$ cat src/rtl/led_blink_pkg.sv
// Shared encodings for the LED blink controller: config modes and per-channel states.
package led_blink_pkg;

    typedef enum logic [1:0] {
        MODE_OFF   = 2'b00,
        MODE_ON    = 2'b01,
        MODE_BLINK = 2'b10,
        MODE_FLASH = 2'b11
    } mode_e;

    typedef enum logic [1:0] {
        S_OFF   = 2'b00,
        S_ON    = 2'b01,
        S_BLINK = 2'b10,
        S_FLASH = 2'b11
    } state_e;

    localparam int unsigned PCNT_W = 4;

endpackage

$ cat src/rtl/led_blink_ch.sv
// One LED channel: mode state machine, half-period counter and FLASH pulse counter.
module led_blink_ch
    import led_blink_pkg::*;
#(
    parameter int unsigned      CNT_W    = 25,
    parameter logic [CNT_W-1:0] HALF_DEF = CNT_W'(25'd24_999_999)
) (
    input  logic              i_clk,
    input  logic              i_rst,
    input  logic              i_we,
    input  logic [1:0]        i_mode,
    input  logic [CNT_W-1:0]  i_half,
    input  logic [PCNT_W-1:0] i_cnt,
    output logic              o_led,
    output logic              o_busy,
    output logic              o_done
);

    state_e            r_state;
    logic [CNT_W-1:0]  r_cnt;
    logic [CNT_W-1:0]  r_half;
    logic [PCNT_W-1:0] r_pcnt;
    logic              r_pend;
    logic              w_last;

    assign w_last = (r_cnt == r_half - 1'b1);

    // A write only latches config on its edge; r_pend applies the entry outputs one
    // edge later so every output stays a plain flop and the half-period starts clean.
    always_ff @(posedge i_clk or posedge i_rst) begin
        if (i_rst) begin
            r_state <= S_OFF;
            r_cnt   <= '0;
            r_half  <= HALF_DEF;
            r_pcnt  <= '0;
            r_pend  <= 1'b0;
            o_led   <= 1'b0;
            o_busy  <= 1'b0;
            o_done  <= 1'b0;
        end else begin
            o_done <= 1'b0;
            if (i_we) begin
                r_half <= (i_half == '0) ? CNT_W'(1) : i_half;
                r_cnt  <= '0;
                r_pcnt <= i_cnt;
                r_pend <= 1'b1;
                unique case (mode_e'(i_mode))
                    MODE_OFF:   r_state <= S_OFF;
                    MODE_ON:    r_state <= S_ON;
                    MODE_BLINK: r_state <= S_BLINK;
                    MODE_FLASH: r_state <= S_FLASH;
                endcase
            end else if (r_pend) begin
                r_pend <= 1'b0;
                unique case (r_state)
                    S_OFF: begin
                        o_led  <= 1'b0;
                        o_busy <= 1'b0;
                    end
                    S_ON: begin
                        o_led  <= 1'b1;
                        o_busy <= 1'b0;
                    end
                    S_BLINK: begin
                        o_led  <= 1'b1;
                        o_busy <= 1'b1;
                    end
                    S_FLASH: begin
                        if (r_pcnt == '0) begin
                            r_state <= S_OFF;
                            o_led   <= 1'b0;
                            o_busy  <= 1'b0;
                            o_done  <= 1'b1;
                        end else begin
                            o_led  <= 1'b1;
                            o_busy <= 1'b1;
                        end
                    end
                endcase
            end else if (r_state == S_BLINK || r_state == S_FLASH) begin
                if (w_last) begin
                    r_cnt <= '0;
                    o_led <= ~o_led;
                    if (r_state == S_FLASH && o_led) begin
                        if (r_pcnt == PCNT_W'(1)) begin
                            r_state <= S_OFF;
                            o_busy  <= 1'b0;
                            o_done  <= 1'b1;
                        end
                        r_pcnt <= r_pcnt - 1'b1;
                    end
                end else begin
                    r_cnt <= r_cnt + 1'b1;
                end
            end
        end
    end

endmodule

$ cat src/rtl/led_blink_ctrl.sv
// Multi-channel LED blink controller: decodes config writes onto independent channels.
module led_blink_ctrl
    import led_blink_pkg::*;
#(
    parameter int unsigned      CH_NUM   = 4,
    parameter int unsigned      CNT_W    = 25,
    parameter logic [CNT_W-1:0] HALF_DEF = CNT_W'(25'd24_999_999),
    localparam int unsigned     CH_W     = (CH_NUM > 1) ? $clog2(CH_NUM) : 1
) (
    input  logic              sys_clk,
    input  logic              sys_rst,
    input  logic              cfg_we,
    input  logic [CH_W-1:0]   cfg_ch,
    input  logic [1:0]        cfg_mode,
    input  logic [CNT_W-1:0]  cfg_half,
    input  logic [PCNT_W-1:0] cfg_cnt,
    output logic [CH_NUM-1:0] led_out,
    output logic [CH_NUM-1:0] busy,
    output logic [CH_NUM-1:0] done
);

    logic [CH_NUM-1:0] w_ch_we;

    // Out-of-range indices match no channel, so such writes fall through untouched.
    for (genvar i = 0; i < CH_NUM; i++) begin : g_ch
        assign w_ch_we[i] = cfg_we && (cfg_ch == CH_W'(i));

        led_blink_ch #(
            .CNT_W    (CNT_W),
            .HALF_DEF (HALF_DEF)
        ) u_ch (
            .i_clk  (sys_clk),
            .i_rst  (sys_rst),
            .i_we   (w_ch_we[i]),
            .i_mode (cfg_mode),
            .i_half (cfg_half),
            .i_cnt  (cfg_cnt),
            .o_led  (led_out[i]),
            .o_busy (busy[i]),
            .o_done (done[i])
        );
    end

endmodule

$ cat config.mk
export PLATFORM = sky130hd
export DESIGN_NAME = led_blink_ctrl
export DESIGN_NICKNAME = d
export VERILOG_FILES = /design/src/rtl/led_blink_pkg.sv /design/src/rtl/led_blink_ch.sv /design/src/rtl/led_blink_ctrl.sv
export SDC_FILE = /design/constraint.sdc
export NUM_CORES = 1
export LEC_CHECK = 0
export BUFFER_PORTS_ARGS = -buffer_cell sky130_fd_sc_hd__buf_4
export CORE_AREA = 2 2 212 298
export CTS_CLUSTER_DIAMETER = 60
export DETAILED_ROUTE_END_ITERATION = 8
export DIE_AREA = 0 0 214 300
export PLACE_DENSITY = 0.41
export SYNTH_ARGS = -nofsm -noshare
export SYNTH_HDL_FRONTEND = slang
export SYNTH_SLANG_ARGS = --single-unit
$ cat constraint.sdc
create_clock -name sys_clk -period 10.7 [get_ports sys_clk]
set_clock_uncertainty 0.05 [all_clocks]
set_input_delay 0.535 -clock sys_clk [delete_from_list [all_inputs] [get_ports sys_clk]]
set_output_delay 0.535 -clock sys_clk [all_outputs]
set_load 0.05 [all_outputs]
==> results.json, run 1 <==
{
  "status": "finished, final reports clean",
  "grt_max_degree": 158,
  "cts.repair.resized": 0,
  "grt.overflow.total": 0,
  "cts_tree": "yes",
  "final.setup.tns_ns": 0,
  "start_kind": "flip-flop",
  "synth.net_count": 1913,
  "drt-met1-wl_mm": 20.83,
  "power_density_mw_per_mm2": 172.8,
  "dieArea_mm2": 0.06420,
  "synth_top_area_share_pct": 28.24,
  "final_layout_size_suffix_gt1_share_pct": 10.93,
  "fmax_mhz": 231.2,
  "syn_inst": 1849,
  "final_cell_mix": "nand2_1 (411), dfrtp_1 (172), nor2_1 (163)",
  "cp_data_required_time_ns": 11.13,
  "io_buffers": 47,
  "wl_met2_mm": 24.62,
  "drv_slew": 0,
  "cp-end-kind": "flip-flop",
  "insertion_delay_ns": 0.56,
  "antenna_found_initial": 0,
  "post_drt_via_cell_ratio": 4.884,
  "nets": 1908,
  "grt_first_pass_wirelength_mm": 76.87,
  "setup_viol": 0,
  "highest_layer": "met4",
  "synth-seq-area-share_pct": 39.96,
  "antenna_cells": 0,
  "ys_ff_latch": 240,
  "dp_hpwl_mm": 35.24,
  "finalCriticalPeriod_ns": 4.325,
  "period_share_pct": 40.42,
  "routed_wl_mm": 48.30,
  "worst-endpoint-arrival_ns": 4.76,
  "drtIter0Drc": 591,
  "via_count": 13140,
  "cts_buffer_depth": 3,
  "holdBufCountCts": 0,
  "dr.pass1.iters": 7,
  "htree_levels": 1,
  "wl_met3_mm": 1.141,
  "yosysWarnings": 0,
  "cts_buffers": 28,
  "synthTopCellsByArea": "dfrtp_1 (28%), dfstp_2 (12%), nand2_1 (10%), xnor2_1 (5.7%), xor2_1 (4.8%)",
  "layout_commonest_cell": "nand2_1",
  "synth-edff-count": 0,
  "grt_pass1_vias": 13150,
  "finalHoldViolCount": 0,
  "async_flop_share_pct": 100.0,
  "final_cell_area_mm2": 0.01729,
  "core_area_mm2": 0.06148,
  "row_count": 108,
  "synth_top_cell_by_area": "dfrtp_1",
  "setup.worst_path.class": "reg -> reg",
  "io-pin-count": 48,
  "slew_headroom_pct": 12.21,
  "dpl-instance-area_mm2": 0.01636,
  "tightestPinTransition_ns": 1.300,
  "synth_ff_type": "dfrtp_1",
  "post_cts_buffers": 0,
  "p_leak_nw": 7.084,
  "place_congestion": 0.8291,
  "die_h_um": 300,
  "cts_root_buf": "clkbuf_16",
  "hold_class": "in -> async",
  "rsz0062_at_grt": "no",
  "clock-sinks": 240,
  "clk_pin_slew_ns": 0.06,
  "grt_usage_pct": 14.98,
  "fp.dieW_um": 214,
  "cap_violations": 0,
  "area_growth_pct": 13.41,
  "synth_area_per_cell_um2": 8.243,
  "start_util_pct": 24.79,
  "synthDistinctLibCells": 74,
  "route.detailed.drc": 0,
  "wl_per_cell_um": 17.95,
  "n_fill_cell": 6609,
  "ant_nets": 0,
  "syn_area_mm2": 0.01524,
  "worst-path-max-fanout": 22,
  "ir_drop_mv": 0.1325
}
-- Yosys cell counts, types with 10 or more instances --
master and n:
a21oi_1 35, a31oi_1 19, and3_1 19, buf_4 12, clkbuf_1 73, dfrtp_1 172
dfstp_2 68, ha_1 28, inv_1 46, nand2_1 411, nand2b_1 14, nand3_1 92
nand3b_1 11, nand4_1 42, nand4b_1 14, nor2_1 163, nor2b_1 14, nor3_1 66
nor3b_1 10, nor4_1 46, o211ai_1 15, o21ai_0 41, o31ai_1 27, or2_2 10
or3_1 27, or4_1 37, xnor2_1 99, xor2_1 84
-- final cells by class --
type / instances / area (um2) / share of cell area [%]
multi-input cells: 1464 / 8564 / 49.55
inverters: 47 / 183.9 / 1.064
well taps: 825 / 1032 / 5.972
flip-flops and latches: 240 / 6091 / 35.24
repair buffers: 63 / 485.5 / 2.809
clock buffers: 41 / 812.0 / 4.698
clock inverters: 11 / 116.4 / 0.6732
-- cells by family after synthesis --
logic type / after synthesis / share of synthesized area [%]
simple gates: 1008 / 31.83
flops: 240 / 39.96
compound gates: 236 / 10.89
xor+xnor: 183 / 10.52
buf+inv: 145 / 3.908
fa+ha+maj: 28 / 2.299
mux: 9 / 0.5993
-- final timing paths --
path	start	end	slack (ns)	cells after the start
max reg2reg	g_ch[2].u_ch.r_half[0]	g_ch[2].u_ch.r_pcnt[3]	6.37	10
min	sys_rst	g_ch[0].u_ch.o_busy	0.01	2
max in group asynchronous	sys_rst	g_ch[2].u_ch.r_cnt[8]	9.23	3
min reg2reg	g_ch[3].u_ch.r_half[24]	g_ch[3].u_ch.r_half[24]	0.42	2
max	g_ch[2].u_ch.r_half[0]	g_ch[2].u_ch.r_pcnt[3]	6.37	10
min in group sys_clk	cfg_half[21]	g_ch[1].u_ch.r_half[21]	0.18	3
-- state kept, by name, indices dropped and copies added (netlist names) --
signal,count
g_ch.u_ch.o_busy,4
g_ch.u_ch.o_led,4
g_ch.u_ch.r_pend,4
g_ch.u_ch.r_state,8
g_ch.u_ch.r_cnt,100
g_ch.u_ch.o_done,4
g_ch.u_ch.r_half,100
g_ch.u_ch.r_pcnt,16
-- worst max-delay path, stage by stage, from the launching register on --
cell and delay (ns):
dfstp_2 0.39, inv_1 0.06, ha_1 0.19, or3b_2 0.52, or4_1 0.45, xnor2_1 0.14
or4_1 0.40, nor4_1 0.28, nand4_1 0.80, or4_1 0.77, a31oi_1 0.18
-- metrics by stage --
step / setup WS (ns) / total power [mW] / std cells / hold slack (ns) / util (%)
after floorplan: 3.639 / 1.791 / 1849 / 0.3955 / -
after global placement: 6.433 / 2.015 / 2639 / 0.4085 / 26.60
after detailed placement: 6.384 / 2.023 / 2639 / 0.4121 / 26.60
after CTS: 6.366 / 3.037 / 2691 / 0.02763 / 28.11
after global routing: 6.095 / 3.184 / 2691 / 0.06324 / 28.11
final: 6.375 / 2.986 / 2691 / 0.01415 / 28.11
-- routing by layer --
layer  up-vias  global-route usage, %
li1       6473                      -
met1      6407                  18.11
met2       194                  27.50
met3        69                  1.305
met4         0                  5.678
met5         -                      0
-- report_power, final --
group	internal (mW)	leakage, nW	switching [mW]
Sequential	1.06	2.93	0.197
Clock	0.575	0.455	0.409
Combinational	0.299	3.69	0.447
Total	1.93	7.08	1.05
Power figures use the tool's default switching activity.
==> run 2: changes to the inputs <==
- clock period: 10.7 -> 4.3 ns (I/O delays scaled with it)
==> run 2 against run 1 <==
  * Combinational power grew to 2.5 times the previous value
  * Global-route usage grew 0.28 points
  * Clock-buffer cell count grew 3
  * Register-to-register slack lost 6.0 ns
  * Core utilization grew 0.66 points
  * Design area grew 2.4%
  * Final cell count grew 1.6%
  * Largest cell class unchanged
==> results.json, run 2 (synthesized netlist as in run 1, its figures left out) <==
{
  "status": "finished, final reports clean",
  "post_drt_via_cell_ratio": 4.851,
  "ir_drop_mv": 0.2552,
  "hold_class": "in -> async",
  "crit_cells": 10,
  "io-pin-count": 48,
  "final_layout_size_suffix_gt1_share_pct": 11.31,
  "top_regs": "g_ch.u_ch.r_cnt: 100 flops, g_ch.u_ch.r_half: 100 flops, g_ch.u_ch.r_pcnt: 16 flops",
  "slowest_stage": "or4b_1",
  "r2r_cells": 10,
  "cp_num_buf_inv": 1,
  "clk_pin_slew_ns": 0.06,
  "p_leak_nw": 7.277,
  "route.detailed.drc": 0,
  "crit_end": "g_ch[3].u_ch.r_pcnt[2]",
  "tightestPinTransition_ns": 1.135,
  "power_density_mw_per_mm2": 424.5,
  "layout_commonest_cell": "nand2_1",
  "drv_slew": 0,
  "rsz0062_at_grt": "no",
  "cp_data_required_time_ns": 4.74,
  "io_buffers": 47,
  "setup_viol": 0,
  "setup.worst_path.class": "reg -> reg",
  "cts_tree": "yes",
  "clock-sinks": 240,
  "grt_first_pass_wirelength_mm": 78.12,
  "place_congestion": 0.8067,
  "dieArea_mm2": 0.06420,
  "grt_usage_pct": 15.26,
  "grt.overflow.total": 0,
  "row_count": 108,
  "core_area_mm2": 0.06148,
  "cp-end-kind": "flip-flop",
  "start_kind": "flip-flop",
  "rrSetupSlack_ns": 0.33,
  "post_cts_buffers": 0,
  "via_count": 13270,
  "dr.pass1.iters": 5,
  "slew_headroom_pct": 23.66,
  "crit_chain": "inv_1, ha_1, or4b_2, nor3_1, nand4_1, a311oi_1, o221ai_1, or4b_1, or4_1, a31oi_1",
  "grt_pass1_vias": 13350,
  "period_share_pct": 92.26,
  "cts_buffer_depth": 3,
  "r2r-start": "g_ch[3].u_ch.r_half[0]",
  "fmax_mhz": 252.1,
  "final.setup.tns_ns": 0,
  "wl_per_cell_um": 17.90,
  "htree_levels": 1,
  "cap_violations": 0,
  "cts_root_buf": "clkbuf_16",
  "cts.repair.resized": 0,
  "dp_hpwl_mm": 35.90,
  "cts_buffers": 29,
  "worst-path-max-fanout": 7,
  "r2r_end": "g_ch[3].u_ch.r_pcnt[2]",
  "routed_wl_mm": 48.95,
  "cp-startpoint": "g_ch[3].u_ch.r_half[0]",
  "placed_cells": 2651,
  "worst-endpoint-arrival_ns": 4.41,
  "stdcell_count": 2735,
  "die_h_um": 300,
  "total_power_mw": 7.510,
  "start_util_pct": 24.79,
  "crit_family": "simple AND/OR/NAND/NOR gates",
  "antenna_cells": 0,
  "antenna_found_initial": 0,
  "grt_max_degree": 150,
  "finalHoldViolCount": 0,
  "nets": 1952,
  "finalCriticalPeriod_ns": 3.967,
  "final_cell_mix": "nand2_1 (411), dfrtp_1 (172), nor2_1 (163)",
  "insertion_delay_ns": 0.57,
  "ant_nets": 0,
  "fp.dieW_um": 214,
  "cpPeakStageDelay_ns": 0.72,
  "drtIter0Drc": 721,
  "area_growth_pct": 16.09,
  "holdBufCountCts": 31
}
==> run 2: worst min-delay path: stages <==
cell	delay, ns
dlygate4sd3_1	0.54
buf_4	0.14
clkinvlp_4	0.16
==> run 2: routing by layer <==
| metal | wire length, um | vias to the layer above | share of wire [%] | GRT usage (%) |
|---|---|---|---|---|
| met5 | 0 | - | 0 | 0 |
| met4 | 1901 | 0 | 3.9 | 6.360 |
| met3 | 1287 | 74 | 2.6 | 1.528 |
| met2 | 24510 | 189 | 50 | 27.46 |
| met1 | 21250 | 6441 | 43 | 18.56 |
| li1 | - | 6563 | - | - |
==> run 2: through the flow <==
step,worst slack (ns),hold slack (ns),instance area (um2),utilization [%]
after global placement,0.4605,0.1130,16440,26.74
final,0.3328,0.09193,17690,28.78
after CTS,0.3473,0.07607,17690,28.78
after global routing,0.1096,0.09593,17690,28.78
after floorplan,0.5270,0.2480,15240,-
after detailed placement,0.3697,0.1148,16440,26.74
==> run 2: worst min-delay path by stage <==
| stage | slack [ns] | to | cells after the start |
|---|---|---|---|
| floorplan | 0.25 | g_ch[1].u_ch.r_half[24] | 2 |
| global placement | 0.11 | g_ch[1].u_ch.r_cnt[8] | 2 |
| detailed placement | 0.11 | g_ch[1].u_ch.r_cnt[5] | 2 |
| CTS | 0.08 | g_ch[1].u_ch.r_cnt[9] | 3 |
| global route | 0.1 | g_ch[1].u_ch.r_cnt[5] | 3 |
| finish | 0.09 | g_ch[1].u_ch.r_cnt[5] | 3 |
==> run 2: cell type report <==
| type | instances | area [um2] |
|---|---|---|
| fillers | 6596 | 43790 |
| multi-input cells | 1464 | 8564 |
| flip-flops and latches | 240 | 6091 |
| well taps | 825 | 1032 |
| repair buffers | 106 | 885.9 |
| clock buffers | 44 | 832.0 |
| inverters | 47 | 180.2 |
| clock inverters | 9 | 107.6 |
==> run 2: power by group <==
| group | switching, mW | leakage [nW] | total [mW] | internal, mW |
|---|---|---|---|---|
| sequential | 0.494 | 2.93 | 3.13 | 2.64 |
| combinational | 1.12 | 3.88 | 1.90 | 0.776 |
| clock | 1.03 | 0.465 | 2.48 | 1.45 |
